--- config.mk ---
export PLATFORM = sky130hd
export DESIGN_NAME = multi_controller_flat
export DESIGN_NICKNAME = d
export VERILOG_FILES = /design/src/rtl/multi_controller_if.sv /design/src/rtl/multi_controller.sv /design/src/flat_wrapper.sv
export SDC_FILE = /design/constraint.sdc
export NUM_CORES = 1
export LEC_CHECK = 0
export CORE_MARGIN = 2
export CORE_UTILIZATION = 30
export CTS_BUF_LIST = sky130_fd_sc_hd__clkbuf_4 sky130_fd_sc_hd__clkbuf_8
export CTS_CLUSTER_DIAMETER = 80
export CTS_CLUSTER_SIZE = 12
export DETAILED_ROUTE_END_ITERATION = 16
export DONT_BUFFER_PORTS = 1
export GPL_TIMING_DRIVEN = 1
export HOLD_SLACK_MARGIN = 0.15
export PLACE_DENSITY = 0.56
export RECOVER_POWER = 25
export REMOVE_ABC_BUFFERS = 1
export SYNTH_ARGS = -nofsm -noshare
export SYNTH_HDL_FRONTEND = slang
export SYNTH_SLANG_ARGS = --single-unit
--- constraint.sdc ---
create_clock -name ctrl_bus_clk -period 1.4 [get_ports ctrl_bus_clk]
set_clock_uncertainty 0.1 [all_clocks]
set_input_delay 0.28 -clock ctrl_bus_clk [delete_from_list [all_inputs] [get_ports ctrl_bus_clk]]
set_output_delay 0.28 -clock ctrl_bus_clk [all_outputs]
set_load 0.02 [all_outputs]
--- src/rtl/multi_controller_if.sv ---
// Clock/reset bundle shared by the multi-cycle MIPS control unit and its driver.
interface ctrl_bus_if;
  logic clk;
  logic reset;

  modport central (input clk, input reset);
  modport master  (output clk, output reset);
endinterface

--- src/rtl/multi_controller.sv ---
// Multi-cycle MIPS subset control FSM (lw, sw, R-type, beq, addi, j; bne optional).
// Optional feature macro: CTRL_BNE_EN enables the bne opcode (000101).
module multi_controller (
  ctrl_bus_if.central ctrl_bus,
  input  logic [5:0]  op,
  input  logic [5:0]  funct,
  input  logic        zero,
  output logic        i_or_d,
  output logic        ireg_enab,
  output logic [1:0]  pc_src,
  output logic        pc_enab,
  output logic        mem_to_reg,
  output logic        reg_dst,
  output logic        reg_write,
  output logic        alu_srcA,
  output logic [1:0]  alu_srcB,
  output logic [2:0]  alu_ctrl_sig,
  output logic        mem_write,
  output logic        illegal,
  output logic [3:0]  state
);

  typedef enum logic [3:0] {
    FETCH    = 4'd0,
    DECODE   = 4'd1,
    MEMADR   = 4'd2,
    MEMRD    = 4'd3,
    MEMWB    = 4'd4,
    MEMWR    = 4'd5,
    EXECUTE  = 4'd6,
    ALUWB    = 4'd7,
    BRANCH   = 4'd8,
    ADDIEXEC = 4'd9,
    ADDIWB   = 4'd10,
    JUMP     = 4'd11,
    BNE      = 4'd12
  } state_e;

  localparam logic [5:0] OP_LW    = 6'b100011;
  localparam logic [5:0] OP_SW    = 6'b101011;
  localparam logic [5:0] OP_RTYPE = 6'b000000;
  localparam logic [5:0] OP_BEQ   = 6'b000100;
  localparam logic [5:0] OP_BNE   = 6'b000101;
  localparam logic [5:0] OP_ADDI  = 6'b001000;
  localparam logic [5:0] OP_J     = 6'b000010;

  state_e state_q, state_d;
  logic   pc_write, branch_eq, branch_ne;
  logic   ireg_raw, reg_write_raw, mem_write_raw;

  always_ff @(posedge ctrl_bus.clk) begin
    if (ctrl_bus.reset) state_q <= FETCH;
    else                state_q <= state_d;
  end

  always_comb begin
    state_d       = FETCH;
    i_or_d        = 1'b0;
    ireg_raw      = 1'b0;
    pc_src        = 2'b00;
    pc_write      = 1'b0;
    branch_eq     = 1'b0;
    branch_ne     = 1'b0;
    mem_to_reg    = 1'b0;
    reg_dst       = 1'b0;
    reg_write_raw = 1'b0;
    alu_srcA      = 1'b0;
    alu_srcB      = 2'b00;
    alu_ctrl_sig  = 3'b010;
    mem_write_raw = 1'b0;
    illegal       = 1'b0;
    unique case (state_q)
      FETCH: begin
        ireg_raw = 1'b1;
        alu_srcB = 2'b01;
        pc_write = 1'b1;
        state_d  = DECODE;
      end
      DECODE: begin
        alu_srcB = 2'b11;
        // Unsupported opcodes flag illegal for this one cycle and refetch.
        case (op)
          OP_LW, OP_SW: state_d = MEMADR;
          OP_RTYPE:     state_d = EXECUTE;
          OP_BEQ:       state_d = BRANCH;
          OP_ADDI:      state_d = ADDIEXEC;
          OP_J:         state_d = JUMP;
`ifdef CTRL_BNE_EN
          OP_BNE:       state_d = BNE;
`endif
          default: begin
            illegal = 1'b1;
            state_d = FETCH;
          end
        endcase
      end
      MEMADR: begin
        alu_srcA = 1'b1;
        alu_srcB = 2'b10;
        state_d  = (op == OP_SW) ? MEMWR : MEMRD;
      end
      MEMRD: begin
        i_or_d  = 1'b1;
        state_d = MEMWB;
      end
      MEMWB: begin
        reg_write_raw = 1'b1;
        mem_to_reg    = 1'b1;
      end
      MEMWR: begin
        i_or_d        = 1'b1;
        mem_write_raw = 1'b1;
      end
      EXECUTE: begin
        alu_srcA = 1'b1;
        state_d  = ALUWB;
        case (funct)
          6'b100010: alu_ctrl_sig = 3'b110;
          6'b100100: alu_ctrl_sig = 3'b000;
          6'b100101: alu_ctrl_sig = 3'b001;
          6'b101010: alu_ctrl_sig = 3'b111;
          default:   alu_ctrl_sig = 3'b010;
        endcase
      end
      ALUWB: begin
        reg_write_raw = 1'b1;
        reg_dst       = 1'b1;
      end
      BRANCH: begin
        alu_srcA     = 1'b1;
        alu_ctrl_sig = 3'b110;
        pc_src       = 2'b01;
        branch_eq    = 1'b1;
      end
      BNE: begin
        alu_srcA     = 1'b1;
        alu_ctrl_sig = 3'b110;
        pc_src       = 2'b01;
        branch_ne    = 1'b1;
      end
      ADDIEXEC: begin
        alu_srcA = 1'b1;
        alu_srcB = 2'b10;
        state_d  = ADDIWB;
      end
      ADDIWB: reg_write_raw = 1'b1;
      JUMP: begin
        pc_src   = 2'b10;
        pc_write = 1'b1;
      end
      default: state_d = FETCH;
    endcase
  end

  // Architectural write enables are held off for as long as reset is asserted.
  assign ireg_enab = ireg_raw      & ~ctrl_bus.reset;
  assign reg_write = reg_write_raw & ~ctrl_bus.reset;
  assign mem_write = mem_write_raw & ~ctrl_bus.reset;
  assign pc_enab   = (pc_write | (branch_eq & zero) | (branch_ne & ~zero)) & ~ctrl_bus.reset;
  assign state     = state_q;

endmodule

--- src/flat_wrapper.sv ---
// flat-port wrapper written by rule: the top's interface ports become plain ports
module multi_controller_flat 
  (op, funct, zero, i_or_d, ireg_enab, pc_src, pc_enab, mem_to_reg, reg_dst, reg_write, alu_srcA, alu_srcB, alu_ctrl_sig, mem_write, illegal, state, ctrl_bus_clk, ctrl_bus_reset);
  ctrl_bus_if ctrl_bus_i ();
  input  logic [5:0] op;
  input  logic [5:0] funct;
  input  logic zero;
  output logic i_or_d;
  output logic ireg_enab;
  output logic [1:0] pc_src;
  output logic pc_enab;
  output logic mem_to_reg;
  output logic reg_dst;
  output logic reg_write;
  output logic alu_srcA;
  output logic [1:0] alu_srcB;
  output logic [2:0] alu_ctrl_sig;
  output logic mem_write;
  output logic illegal;
  output logic [3:0] state;
  input wire logic [$bits(ctrl_bus_i.clk)-1:0] ctrl_bus_clk;
  input wire logic [$bits(ctrl_bus_i.reset)-1:0] ctrl_bus_reset;
  assign ctrl_bus_i.clk = ctrl_bus_clk;
  assign ctrl_bus_i.reset = ctrl_bus_reset;
  multi_controller u_core (.ctrl_bus(ctrl_bus_i), .op(op), .funct(funct), .zero(zero), .i_or_d(i_or_d), .ireg_enab(ireg_enab), .pc_src(pc_src), .pc_enab(pc_enab), .mem_to_reg(mem_to_reg), .reg_dst(reg_dst), .reg_write(reg_write), .alu_srcA(alu_srcA), .alu_srcB(alu_srcB), .alu_ctrl_sig(alu_ctrl_sig), .mem_write(mem_write), .illegal(illegal), .state(state));
endmodule
==> impl_metrics.json <==
{
  "synth_area_per_cell_sq_um": 6.98,
  "p_clk_frac": 0.315,
  "start_kind": "register",
  "dieArea_sq_mm": 0.00212,
  "groute.usage.overall": 0.220,
  "cts.path.max_buffers": 2,
  "final_antenna_net_count": 0,
  "yosys_warnings": 0,
  "rr_startpoint": "u_core.state[0]$_SDFF_PP0_",
  "cp_slowest_cell": "or4b_4",
  "hp-class": "input port to register",
  "r2r-end": "u_core.state[1]$_SDFF_PP0_",
  "synthCells": 76,
  "min_from": "op[5]",
  "grt_pass1_wl_um": 3330,
  "clock_sinks": 4,
  "worstSetupPathType": "register to output pin",
  "cp_num_buf_inv": 1,
  "r2r_cells": 7,
  "grt-ovfl-total": 0,
  "p_switching_uw": 149,
  "cp.required_ns": 1.02,
  "finalWirelength_um": 2360,
  "hold_slack_ns": 0.171,
  "ys_async_sr_fraction": 0,
  "post_drt_via_cell_ratio": 5.78,
  "post-dp-hpwl_um": 1410,
  "clkLatencyLatePin_ns": 0.24,
  "yosysUniqueCellTypes": 35,
  "yosysMostFrequentCell": "nor2_1",
  "maxCapViolations": 0,
  "period_share": 1.33,
  "setup_viol": 18,
  "rows": 15,
  "cts_tree": "yes",
  "gp_congestion": 0.726,
  "r2r_slack_ns": -0.19,
  "worstMarginPinSlew_ns": 0.290,
  "antenna_found_initial": 0,
  "die_y_um": 46.1,
  "post-route-util": 0.674,
  "drive_above_1_share": 0.681,
  "numCtsBuffers": 3,
  "synthTopCellsByArea": "dfxtp_1 15%, nor3_1 6.6%, a2111oi_2 5.7%",
  "syn2layout_area_growth_pct": 115,
  "worstPathArrival_ns": 1.48,
  "rsz0062_at_grt": "true",
  "num_vias": 786,
  "end_kind": "output pin",
  "crit_family": "simple AND/OR/NAND/NOR gates",
  "tns_ns": -4.82,
  "layout_setup_ws_ns": -0.458,
  "synthFlopType": "dfxtp_1",
  "netlist.area_leader.share": 0.151,
  "critical-path-max-stage-delay_ns": 0.53,
  "grt_max_degree": 8,
  "wl_per_cell_um": 17.3,
  "htreeDepth": 1,
  "first_pass_iters": 4,
  "fill_cells": 130,
  "insertedDiodeCount": 0,
  "clkTransAtPathRegs_ns": 0.04,
  "first_iter_violations": 6,
  "drv_slew": 0,
  "synth-seq-cells": 4,
  "hold_viol_final": 0,
  "violations": "setup timing",
  "p_seq_frac": 0.262,
  "final_net_count": 136,
  "status": "complete, but fails checks",
  "die_w_um": 46.1,
  "drc": 0,
  "min_to": "u_core.state[1]$_SDFF_PP0_",
  "power_density_mw_per_mm2": 401,
  "hold_depth": 3,
  "synth_top_area_cell": "dfxtp_1",
  "intPower_uw": 308,
  "period_minus_slack_ns": 1.86,
  "syn_area_sq_um": 531,
  "combPwrFrac": 0.423,
  "ir_drop_mv": 0.259,
  "crit_fanout": 4,
  "clockRootBuffer": "clkbuf_4",
  "max_freq_ghz": 0.538,
  "synth_common_cells": "8 x nor2_1, 7 x nand2_1, 7 x nor3_1",
  "swShare": 0.326,
  "ys_seq_area_frac": 0.151,
  "path_cells": "or4b_4, o21ai_2, a21oi_1, nor2_1, buf_4",
  "place.port_buffers": 0,
  "num_io_pins": 35,
  "core_sq_mm": 0.00169,
  "start_util": 0.314,
  "grt_pass1_vias": 750,
  "synth_edf_count": 0,
  "slew_headroom": 0.806,
  "largest_register_ffs": 4,
  "p_leak_nw": 0.493
}
worst reg2reg max path, delay by kind of cell, from the launching register on:
| family | cells | cell delay [ns] |
|---|---|---|
| DFF | 1 | 0.36 |
| and+or+nand+nor | 1 | 0.11 |
| AOI/OAI and AO/OA | 3 | 0.45 |
| buffers and inverters | 3 | 0.48 |
cell usage in the layout (no fill, tap or decap), types with 2 or more instances in the layout:
master     instances
nor3_4             3
nor2_1             7
clkbuf_4           3
o21a_1             2
nor3b_1            2
nor3_1             2
nand2_2            3
a21oi_2            3
a2111oi_2          2
nor3_2             2
buf_6             19
a21oi_1            2
nand3_1            2
buf_4             23
nand2_1            3
dfxtp_4            3
nand2b_4           3
o21ai_0            3
power groups by stage:
stage                     combinational (mW)  sequential, mW  clock, mW
after floorplan                       0.0703           0.135          0
after global placement                 0.137           0.123          0
after detailed placement               0.139           0.123          0
after CTS                              0.161           0.123      0.154
after global routing                   0.206           0.120      0.155
final                                  0.193           0.120      0.144
what timing repair did:
| item | in CTS | in global routing |
|---|---|---|
| gates resized for setup | 28 | 38 |
| buffers inserted | 2 | 9 |
| pin swaps | 5 | 11 |
| endpoints found under the hold margin | 4 | 0 |
| endpoints found under the setup margin | 17 | 18 |
| hold buffers | 2 | 0 |
layer usage:
metal,global-route usage,vias up,routed length (um)
met1,0.244,368,892
met3,0.0275,6,138
met2,0.408,38,1250
met5,0,-,0
li1,-,374,-
met4,0.103,0,74
worst max path at each step:
| stage | slack, ns | cells after the start | from | to |
|---|---|---|---|---|
| after floorplan | -0.63 | 4 | u_core.state[2]$_SDFF_PP0_ | pc_enab |
| after global placement | -0.20 | 5 | u_core.state[1]$_SDFF_PP0_ | pc_enab |
| after CTS | -0.45 | 5 | u_core.state[0]$_SDFF_PP0_ | pc_enab |
| final | -0.46 | 5 | u_core.state[0]$_SDFF_PP0_ | pc_enab |
| after detailed placement | -0.22 | 4 | u_core.state[0]$_SDFF_PP0_ | alu_ctrl_sig[0] |
| after global routing | -0.51 | 5 | u_core.state[0]$_SDFF_PP0_ | pc_enab |
layout make-up:
class / count / area, sq um / share of cell area
clock buffer: 3 / 22.5 / 0.0198
timing repair buffer: 46 / 429 / 0.377
tap: 17 / 21.3 / 0.0187
sequential: 4 / 92.6 / 0.0813
multi-input combinational: 65 / 567 / 0.498
inverter: 1 / 6.26 / 0.00549
per-stage QoR:
| step | cells | setup WS, ns | total power [mW] | area, sq um |
|---|---|---|---|---|
| 2_1_floorplan | 70 | -0.631 | 0.205 | 497 |
| 3_3_place_gp | 121 | -0.201 | 0.261 | 773 |
| 3_5_place_dp | 121 | -0.219 | 0.262 | 773 |
| 4_1_cts | 128 | -0.451 | 0.437 | 931 |
| 5_1_grt | 136 | -0.512 | 0.480 | 1140 |
| 6_report | 136 | -0.458 | 0.457 | 1140 |
cell families (layout without fill, tap and decap cells):
group | after synthesis | count (layout) | share of synthesized area
xor+xnor | 3 | 3 | 0.0495
compound gates | 20 | 20 | 0.288
flops | 4 | 4 | 0.151
buf+inv | 7 | 50 | 0.0707
simple gates | 42 | 42 | 0.441
Power figures use the tool's default switching activity.
